`config.mk`:
```
export PLATFORM = sky130hd
export DESIGN_NAME = sseg_scan_ctrl_flat
export DESIGN_NICKNAME = d
export VERILOG_FILES = /design/src/rtl/sseg_pkg.sv /design/src/rtl/sseg_scan_ctrl_if.sv /design/src/rtl/sseg_pwm_cmp.sv /design/src/rtl/sseg_scan_ctrl.sv /design/src/flat_wrapper.sv
export SDC_FILE = /design/constraint.sdc
export NUM_CORES = 1
export LEC_CHECK = 0
export ABC_AREA = 1
export ABC_CLOCK_PERIOD_IN_PS = 4400
export CAP_MARGIN = 40
export CELL_PAD_IN_SITES_DETAIL_PLACEMENT = 1
export CELL_PAD_IN_SITES_GLOBAL_PLACEMENT = 2
export CORE_ASPECT_RATIO = 0.5
export CORE_MARGIN = 5
export CORE_UTILIZATION = 28
export CTS_CLUSTER_SIZE = 24
export DETAILED_ROUTE_END_ITERATION = 8
export PLACE_DENSITY = 0.88
export SLEW_MARGIN = 20
export SYNTH_ARGS = -nofsm -noshare
export SYNTH_HDL_FRONTEND = slang
export SYNTH_SLANG_ARGS = --single-unit
```
`constraint.sdc`:
```
create_clock -name clk -period 4.4 [get_ports clk]
set_clock_uncertainty 0.15 [all_clocks]
set_input_delay 0.66 -clock clk [delete_from_list [all_inputs] [get_ports clk]]
set_output_delay 0.66 -clock clk [all_outputs]
set_load 0.01 [all_outputs]
```
`src/rtl/sseg_pkg.sv`:
```
// Shared types and constants for the seven-segment scan controller.
package sseg_pkg;

    // Scan FSM encoding
    typedef enum logic [1:0] {
        IDLE = 2'd0,
        DEAD = 2'd1,
        ON   = 2'd2
    } state_t;

    localparam logic [6:0] SEG_BLANK = 7'h7F;
    localparam logic [3:0] AN_OFF    = 4'b1111;

    // One-hot-low anode vector for a digit index
    function automatic logic [3:0] an_onehot(input logic [1:0] digit);
        return ~(4'b0001 << digit);
    endfunction

endpackage

```
`src/rtl/sseg_scan_ctrl_if.sv`:
```
// Signal bundle between the digit encoders and the scan controller.
// There is no valid/ready handshake: en is a level enable with no
// backpressure, and an/sseg/dp/slot_done/frame_done are free-running
// registered outputs valid on every cycle after reset.
interface sseg_scan_ctrl_if;
    import sseg_pkg::*;

    logic       en;
    logic [6:0] in0;
    logic [6:0] in1;
    logic [6:0] in2;
    logic [6:0] in3;
    logic [3:0] bright;
    logic [3:0] blink_mask;
    logic [3:0] dp_sel;
    logic [3:0] an;
    logic [6:0] sseg;
    logic       dp;
    logic       slot_done;
    logic       frame_done;
    state_t     dbg_state;

    modport master (
        output en, in0, in1, in2, in3, bright, blink_mask, dp_sel,
        input  an, sseg, dp, slot_done, frame_done, dbg_state
    );

    modport slave (
        input  en, in0, in1, in2, in3, bright, blink_mask, dp_sel,
        output an, sseg, dp, slot_done, frame_done, dbg_state
    );

endinterface

```
`src/rtl/sseg_pwm_cmp.sv`:
```
// Brightness window compare: lit while the offset into the active part of
// the slot is below STEP*(bright+1). Offsets inside the dead time wrap to
// a large unsigned value and therefore never compare as lit.
module sseg_pwm_cmp #(
    parameter int unsigned SLOT_CYCLES = 100000,
    parameter int unsigned DEAD_CYCLES = 1000,
    parameter int unsigned CW          = 17
) (
    input  logic [CW-1:0] cnt,
    input  logic [3:0]    bright,
    output logic          lit_window
);

    localparam int unsigned ACTIVE = SLOT_CYCLES - DEAD_CYCLES;
    localparam int unsigned STEP   = ACTIVE / 16;

    logic [31:0] offset;
    logic [31:0] limit;

    // Offset into the active window versus the brightness limit
    always_comb begin
        offset     = 32'(cnt) - 32'(DEAD_CYCLES);
        limit      = 32'(STEP) * (32'(bright) + 32'd1);
        lit_window = (offset < limit);
    end

endmodule

```
`src/rtl/sseg_scan_ctrl.sv`:
```
// Four-digit multiplexed seven-segment scan controller with dead-time
// blanking, PWM brightness, per-digit blink and decimal-point control.
module sseg_scan_ctrl
    import sseg_pkg::*;
#(
    parameter int unsigned SLOT_CYCLES = 100000,
    parameter int unsigned DEAD_CYCLES = 1000,
    parameter int unsigned BLINK_SLOTS = 500
) (
    input  logic             clk,
    input  logic             reset_n,
    sseg_scan_ctrl_if.slave  bus
);

    localparam int unsigned CW = (SLOT_CYCLES > 1) ? $clog2(SLOT_CYCLES) : 1;
    localparam int unsigned BW = (BLINK_SLOTS > 1) ? $clog2(BLINK_SLOTS) : 1;

    state_t        state, state_n;
    logic [CW-1:0] cnt, cnt_n;
    logic [1:0]    digit, digit_n;
    logic [BW-1:0] blink_cnt, blink_cnt_n;
    logic          blink_phase, blink_phase_n;
    logic [6:0]    lat_seg, lat_seg_n;
    logic          lat_dp, lat_dp_n;
    logic [6:0]    sel_seg;
    logic          load;
    logic          slot_end;
    logic          lit_window;
    logic          lit;

    sseg_pwm_cmp #(
        .SLOT_CYCLES (SLOT_CYCLES),
        .DEAD_CYCLES (DEAD_CYCLES),
        .CW          (CW)
    ) u_pwm_cmp (
        .cnt        (cnt),
        .bright     (bus.bright),
        .lit_window (lit_window)
    );

    assign bus.dbg_state = state;

    // Next-state logic: slot sequencing, value latching on DEAD entry, blink
    always_comb begin
        state_n       = state;
        cnt_n         = cnt;
        digit_n       = digit;
        blink_cnt_n   = blink_cnt;
        blink_phase_n = blink_phase;
        lat_seg_n     = lat_seg;
        lat_dp_n      = lat_dp;
        load          = 1'b0;
        slot_end      = 1'b0;
        sel_seg       = SEG_BLANK;

        case (state)
            IDLE: begin
                if (bus.en) begin
                    state_n = DEAD;
                    cnt_n   = '0;
                    digit_n = 2'd0;
                    load    = 1'b1;
                end
            end
            DEAD: begin
                if (!bus.en) begin
                    state_n = IDLE;
                    cnt_n   = '0;
                    digit_n = 2'd0;
                end else begin
                    cnt_n = cnt + CW'(1);
                    if (cnt == CW'(DEAD_CYCLES - 1)) state_n = ON;
                end
            end
            ON: begin
                if (!bus.en) begin
                    state_n = IDLE;
                    cnt_n   = '0;
                    digit_n = 2'd0;
                end else if (cnt == CW'(SLOT_CYCLES - 1)) begin
                    state_n  = DEAD;
                    cnt_n    = '0;
                    digit_n  = digit + 2'd1;
                    load     = 1'b1;
                    slot_end = 1'b1;
                    if (blink_cnt == BW'(BLINK_SLOTS - 1)) begin
                        blink_cnt_n   = '0;
                        blink_phase_n = ~blink_phase;
                    end else begin
                        blink_cnt_n = blink_cnt + BW'(1);
                    end
                end else begin
                    cnt_n = cnt + CW'(1);
                end
            end
            default: begin
                state_n = IDLE;
                cnt_n   = '0;
                digit_n = 2'd0;
            end
        endcase

        case (digit_n)
            2'd0:    sel_seg = bus.in0;
            2'd1:    sel_seg = bus.in1;
            2'd2:    sel_seg = bus.in2;
            default: sel_seg = bus.in3;
        endcase

        if (load) begin
            lat_seg_n = sel_seg;
            lat_dp_n  = bus.dp_sel[digit_n];
        end
    end

    // Lit decision from current state; drives the registered pin outputs
    always_comb begin
        lit = (state == ON) && lit_window && !(blink_phase && bus.blink_mask[digit]);
    end

    // State and registered outputs
    always_ff @(posedge clk) begin
        if (!reset_n) begin
            state          <= IDLE;
            cnt            <= '0;
            digit          <= 2'd0;
            blink_cnt      <= '0;
            blink_phase    <= 1'b0;
            lat_seg        <= SEG_BLANK;
            lat_dp         <= 1'b0;
            bus.an         <= AN_OFF;
            bus.sseg       <= SEG_BLANK;
            bus.dp         <= 1'b1;
            bus.slot_done  <= 1'b0;
            bus.frame_done <= 1'b0;
        end else begin
            state          <= state_n;
            cnt            <= cnt_n;
            digit          <= digit_n;
            blink_cnt      <= blink_cnt_n;
            blink_phase    <= blink_phase_n;
            lat_seg        <= lat_seg_n;
            lat_dp         <= lat_dp_n;
            bus.an         <= lit ? an_onehot(digit) : AN_OFF;
            bus.sseg       <= lit ? lat_seg : SEG_BLANK;
            bus.dp         <= lit ? ~lat_dp : 1'b1;
            bus.slot_done  <= slot_end;
            bus.frame_done <= slot_end && (digit == 2'd3);
        end
    end

endmodule
```
`src/flat_wrapper.sv`:
```
// flat-port wrapper written by rule: the top's interface ports become plain ports
module sseg_scan_ctrl_flat import sseg_pkg::*;
#(
    parameter int unsigned SLOT_CYCLES = 100000,
    parameter int unsigned DEAD_CYCLES = 1000,
    parameter int unsigned BLINK_SLOTS = 500
)
  (clk, reset_n, bus_en, bus_in0, bus_in1, bus_in2, bus_in3, bus_bright, bus_blink_mask, bus_dp_sel, bus_an, bus_sseg, bus_dp, bus_slot_done, bus_frame_done, bus_dbg_state);
  sseg_scan_ctrl_if bus_i ();
  input  logic clk;
  input  logic reset_n;
  input wire logic [$bits(bus_i.en)-1:0] bus_en;
  input wire logic [$bits(bus_i.in0)-1:0] bus_in0;
  input wire logic [$bits(bus_i.in1)-1:0] bus_in1;
  input wire logic [$bits(bus_i.in2)-1:0] bus_in2;
  input wire logic [$bits(bus_i.in3)-1:0] bus_in3;
  input wire logic [$bits(bus_i.bright)-1:0] bus_bright;
  input wire logic [$bits(bus_i.blink_mask)-1:0] bus_blink_mask;
  input wire logic [$bits(bus_i.dp_sel)-1:0] bus_dp_sel;
  output wire logic [$bits(bus_i.an)-1:0] bus_an;
  output wire logic [$bits(bus_i.sseg)-1:0] bus_sseg;
  output wire logic [$bits(bus_i.dp)-1:0] bus_dp;
  output wire logic [$bits(bus_i.slot_done)-1:0] bus_slot_done;
  output wire logic [$bits(bus_i.frame_done)-1:0] bus_frame_done;
  output wire logic [$bits(bus_i.dbg_state)-1:0] bus_dbg_state;
  assign bus_i.en = bus_en;
  assign bus_i.in0 = bus_in0;
  assign bus_i.in1 = bus_in1;
  assign bus_i.in2 = bus_in2;
  assign bus_i.in3 = bus_in3;
  assign bus_i.bright = bus_bright;
  assign bus_i.blink_mask = bus_blink_mask;
  assign bus_i.dp_sel = bus_dp_sel;
  assign bus_an = bus_i.an;
  assign bus_sseg = bus_i.sseg;
  assign bus_dp = bus_i.dp;
  assign bus_slot_done = bus_i.slot_done;
  assign bus_frame_done = bus_i.frame_done;
  assign bus_dbg_state = bus_i.dbg_state;
  sseg_scan_ctrl #(.SLOT_CYCLES(SLOT_CYCLES), .DEAD_CYCLES(DEAD_CYCLES), .BLINK_SLOTS(BLINK_SLOTS)) u_core (.clk(clk), .reset_n(reset_n), .bus(bus_i));
endmodule
```
# Yosys cells after proc, flatten, opt, wreduce, memory -nomap -nowiden
# Cells that the tools add are included.
# word_totals
output_inout_bits	16
input_bits	43
regBits	53
# classes
addsub	5
shifts	1
n_reduce_logical	11
multipliers	1
order_cmp	3
n_eq_ne	11
muxes	27
bitwise	3
# op_table
cell	n
$mux W17	4
$pmux W17 S3	1
$lt A32 B18 Y1	1
$pmux W7 S3	1
$mul A13 B5 Y18 const A	1
$mux W2	9
$sub A17 B10 Y18 const B	1
$add A17 B1 Y17 const B	1
$eq A17 B10 Y1 const B	1
$eq A17 B17 Y1 const B	1
$pmux W2 S3	2
$add A9 B1 Y9 const B	1
$eq A9 B9 Y1 const B	1
$mux W9	1
$eq A2 B2 Y1 const B	3
$lt A2 B3 Y1 const B	2
$mux W1	6
$ne A3 B2 Y1 const B	2
$reduce_and A3 Y1	2
$add A4 B1 Y5 const B	1
$bmux W1 S2	2
$eq A2 B1 Y1 const B	2
$logic_and A1 B1 Y1	4
$logic_not A2 Y1	2
9 further kinds	10

# Longest topological paths before layout
# logic_depth
word_depth	6
depth_mapped	27

# Hierarchy
# A second synthesis with hierarchy kept.
# hier_totals
cells_unflattened	643
area_unflattened_um2	4370.4
# modules_own_cells
module	cells_per_inst	seq_area_each_um2	instances	area_each_um2
sseg_scan_ctrl	415	1061.0	1	2870.3
sseg_pwm_cmp	228	0.0	1	1500.2

# Worst setup path after synthesis
# Ideal clock, no wire load.
# synth_path
kind	input to register
from	input bus_bright[0]
to	register u_core.bus.an[0]
setup_ns	0.137
t_arrival_ns	4.370
stages	23
path_slack_ns	-0.256
n_path_buf	1
path_cell_list	ha_1 > and3_1 > ha_1 > inv_1 > fa_1 > fa_1 > inv_1 > ha_1 > inv_1 > nor3_1 > nand2_1 > o211ai_1 > nand3_1 > xor2_1 > ha_1 > a21oi_1 > o21a_1 > o21ai_0 > nand3_1 > nand3_1 > nand3_1 > clkbuf_1 > nand3_1
# synth_between
elab_chain_len	6
# synth_rtl
element	line_no	source
from (decl)	flat_wrapper.sv:17	input wire logic [$bits(bus_i.bright)-1:0] bus_bright;
$add A4 B1 Y5	sseg_pwm_cmp.sv:23	limit = 32'(STEP) * (32'(bright) + 32'd1);
$mul A13 B5 Y18	sseg_pwm_cmp.sv:23	
$lt A32 B18 Y1	sseg_pwm_cmp.sv:24	lit_window = (offset < limit);
$logic_and A1 B1 Y1 (2 in a row)	sseg_scan_ctrl.sv:118	lit = (state == ON) && lit_window && !(blink_phase && bus.blink_mask[digit]);
$reduce_and A2 Y1 (no source line)	-	
to (signal assigned)	sseg_scan_ctrl.sv:144	bus.an <= lit ? an_onehot(digit) : AN_OFF;
to (decl)	sseg_scan_ctrl_if.sv:30	output an, sseg, dp, slot_done, frame_done, dbg_state
# No other way between the ends.
# A chain may end at the register's enable or synchronous reset.

# Worst setup path in the final report
# layout_path
from	input bus_bright[0]
to	register u_core.bus.sseg[0]
# layout_between
elab_chain_len	6
# layout_rtl
element	line_no	source
$add A4 B1 Y5	sseg_pwm_cmp.sv:23	
$mul A13 B5 Y18	sseg_pwm_cmp.sv:23	
$lt A32 B18 Y1	sseg_pwm_cmp.sv:24	
$logic_and A1 B1 Y1 (2 in a row)	sseg_scan_ctrl.sv:118	
$reduce_and A2 Y1 (no source line)	-	
to (signal assigned)	sseg_scan_ctrl.sv:145	bus.sseg <= lit ? lat_seg : SEG_BLANK;
to (decl)	sseg_scan_ctrl_if.sv:30	
# No other way between the ends.

==> impl_metrics.csv <==
group,metric,value,unit
status,status,"complete, but fails checks",
status,violations,"setup timing",
worst_hold_path,hp-start,"u_core.lat_dp",
routing,dr.pass1.iters,4,
timing,setup_ws,-0.0496,ns
timing,relSlewSlack,66.2,%
die,initial_core_util,28.3,%
power,p_sw,0.000697,W
timing,grt_setup_unrepaired,"true",
clock_network,clock_latency,0.31,ns
logic_synthesis,ys_warn_count,0,
cells_and_area,drive_above_1_share,21.4,%
routing,wl,14700,um
logic_synthesis,synth_nets,707,
place,io_buffers,58,
logic_synthesis,yosys.area.top_type,"dfxtp_1",
worst_setup_path,critPathLaunch,"bus_bright[0]",
power,p_leak,2.58,nW
timing,fmax,225,MHz
logic_synthesis,ys_seq_area_share,24.6,%
clock_network,cts_hold_buf,0,
die,rows,32,
clock_network,clk_pin_slew,0.08,ns
job,max-cap-violations,0,
power,power_density,298,mW/mm^2
power,power_frac_seq,30.0,%
cells_and_area,syn_to_final_growth,37.9,%
timing,hold_violations,0,
worst_setup_path,reg2reg_from,"u_core.cnt[3]",
routing,drt-initial-drc-count,143,
die,die_width,185,um
die,ioPinCount,59,
place,gp_congestion,0.873,
clock_network,numCtsBuffers,5,
timing,worstMarginPinSlew,0.503,ns
clock_network,h-tree-depth,2,
power,swShare,39.3,%
grt,grt_usage,15.9,%
routing,wl_per_cell,16.1,um
power,clkPwrFrac,24.0,%
clock_network,cts_buffer_depth,2,
cells_and_area,diodes,0,
timing,period_minus_slack,4.45,ns
timing,hold_slack,0.265,ns
logic_synthesis,synth_cell_types,47,
routing,drc,0,
worst_setup_path,cp_slowest_cell,"fa_2",
logic_synthesis,yosys_register_bits,53,
power,internal_power,0.00108,W
die,dieHeight,97.7,um
routing,avgViaCountPerCell,4.78,
timing,post-route-period-util,101,%
grt,antenna_found_initial,0,
timing,finalSetupViolCount,7,
grt,grt_pass1_wl,23400,um
worst_setup_path,endpoint_kind,"flop",
logic_synthesis,synth.top_cell.area_share,24.6,%
routing,num_vias,4368,
clock_network,numClockSinks,53,
clock_network,cts_tree,"done",
die,core_area,0.0153,sq mm
worst_setup_path,max_stage_delay,0.53,ns
logic_synthesis,syn_inst,608,
worst_setup_path,critPathKind,"input pin to flop",
logic_synthesis,ys.flop_type,"dfxtp_1",
worst_setup_path,start_kind,"input pin",
worst_setup_path,cp.arrival,4.55,ns
clock_network,clockRootBuffer,"clkbuf_16",
cells_and_area,nNetsFinal,808,
timing,final_max_slew_viol_count,0,
grt,grt_pass1_vias,4621,
logic_synthesis,syn_area_per_cell,7.09,sq um
die,dieArea,0.0181,sq mm
worst_setup_path,worstPathRequired,4.50,ns
logic_synthesis,syn_area,0.00431,sq mm
logic_synthesis,synthTopCellsByArea,"dfxtp_1, ha_1, nand2_1",
power,ir_worst_vdd,123,uV
grt,grt_max_degree,21,
routing,antenna_left,0,
worst_hold_path,hold_path_class,"flop to flop",
logic_synthesis,async_flop_share,0,%
worst_setup_path,crit_path_max_fanout,6,
timing,tns,-0.226,ns
logic_synthesis,synth_edf_count,0,
place,dp_hpwl,10700,um
power,comb_power_share,46.0,%
grt,overflow,0,
-- layout make-up --
cell class / count / area (sq um)
timing repair buffer: 106 / 956
tap: 204 / 255
inverter: 97 / 368
fill: 1875 / 9310
clock buffer: 5 / 125
sequential: 53 / 1060
multi-input combinational: 446 / 3150
clock inverter: 3 / 26.3
-- metrics by stage --
| stage | setup slack (ns) | total power (W) | area [sq um] | instances | utilization (%) |
|---|---|---|---|---|---|
| 3_3_place_gp | -0.638 | 0.00120 | 5390 | 896 | 35.3 |
| 4_1_cts | 0.00774 | 0.00171 | 5750 | 908 | 37.7 |
| 5_1_grt | -0.195 | 0.00189 | 5950 | 914 | 39.0 |
| 6_report | -0.0496 | 0.00177 | 5950 | 914 | 39.0 |
| 2_1_floorplan | 0.0134 | 0.000961 | 4350 | 608 | - |
| 3_5_place_dp | -0.948 | 0.00123 | 5390 | 896 | 35.3 |
-- state kept, by name, summed over array words and instances, names as in the netlist --
signal                 count
u_core.cnt                17
u_core.blink_cnt           9
u_core.bus.sseg            7
u_core.lat_seg             7
u_core.bus.an              4
u_core.bus.dbg_state       2
u_core.digit               2
u_core.blink_phase         1
u_core.bus.dp              1
u_core.bus.frame_done      1
u_core.bus.slot_done       1
u_core.lat_dp              1
-- metal layers --
layer	wire, um	GRT usage [%]	up-vias
li1	-	-	2187
met1	7120	21.2	2100
met3	369	2.31	29
met2	6940	27.3	52
met4	317	3.89	0
met5	0	0	-
-- power groups by stage --
stage | clock network (W) | logic [W] | registers [W]
after global routing | 0.000450 | 0.000905 | 0.000537
after global placement | 0 | 0.000661 | 0.000543
after CTS | 0.000434 | 0.000742 | 0.000532
after detailed placement | 0 | 0.000690 | 0.000543
final | 0.000425 | 0.000815 | 0.000533
after floorplan | 0 | 0.000420 | 0.000541
-- worst paths after layout --
check,end,cells past startpoint,slack (ns)
setup / recovery,u_core.bus.sseg[0],26,-0.05
hold / removal,u_core.bus.dp,1,0.26
setup reg to reg,u_core.bus.sseg[0],15,1.47
hold reg to reg,u_core.bus.dp,1,0.26
-- kinds of logic after synthesis --
group | Yosys count | synth area share (%)
and+or+nand+nor | 277 | 31.4
xor gates and xnor gates | 31 | 6.30
adders and majority gates | 56 | 16.9
buffers and inverters | 110 | 10.3
AOI/OAI and AO/OA | 81 | 10.4
DFF | 53 | 24.6
-- synthesized netlist by cell type (3+ instances only) --
cell	count
inv_1	89
clkbuf_1	5
nand3_2	4
inv_2	6
nor2_1	50
nor2_2	4
nand4_1	13
o21ai_1	9
nor3_1	17
xor2_1	27
buf_4	3
nand2_1	98
fa_1	4
nand2_2	7
nor3_2	3
nor4_1	4
ha_1	52
or2_2	3
nor2_4	3
o21ai_0	24
xnor2_1	4
nor3b_1	3
a21oi_1	35
dfxtp_1	53
nand3_1	59
-- critical path, delay by kind of cell --
family / cells / cell delay (ns)
xor gates and xnor gates: 1 / 0.06
buffers and inverters: 4 / 0.34
AOI/OAI and AO/OA: 4 / 0.69
adders and majority gates: 5 / 1.58
and+or+nand+nor: 12 / 1.23
-- timing repair --
item                       CTS  global route
setup endpoints to repair   12            12
gates cloned                 1             0
gates resized for setup     40            46
pin swaps                   19            29
setup buffers                3             6
-- cell usage in the layout (no fill, tap or decap), types with 3 or more instances in the layout --
cell type	instances
nand2_1	93
inv_1	84
clkdlybuf4s50_1	54
dfxtp_1	53
nor2_1	50
buf_4	44
ha_1	42
nand3_1	41
a21oi_1	31
xor2_1	25
o21ai_0	22
nand3_2	20
nor3_1	15
nand4_1	13
inv_2	10
nand2_2	10
o21ai_1	10
ha_4	9
nor3_2	5
clkbuf_16	5
nor2_2	4
nand2_4	4
nor4_1	4
buf_6	4
xnor2_1	3
a21oi_2	3
or2_2	3
nand3_4	3
nor2_4	3
nor3b_1	3
Note: power is estimated with default switching activity, not from simulation.
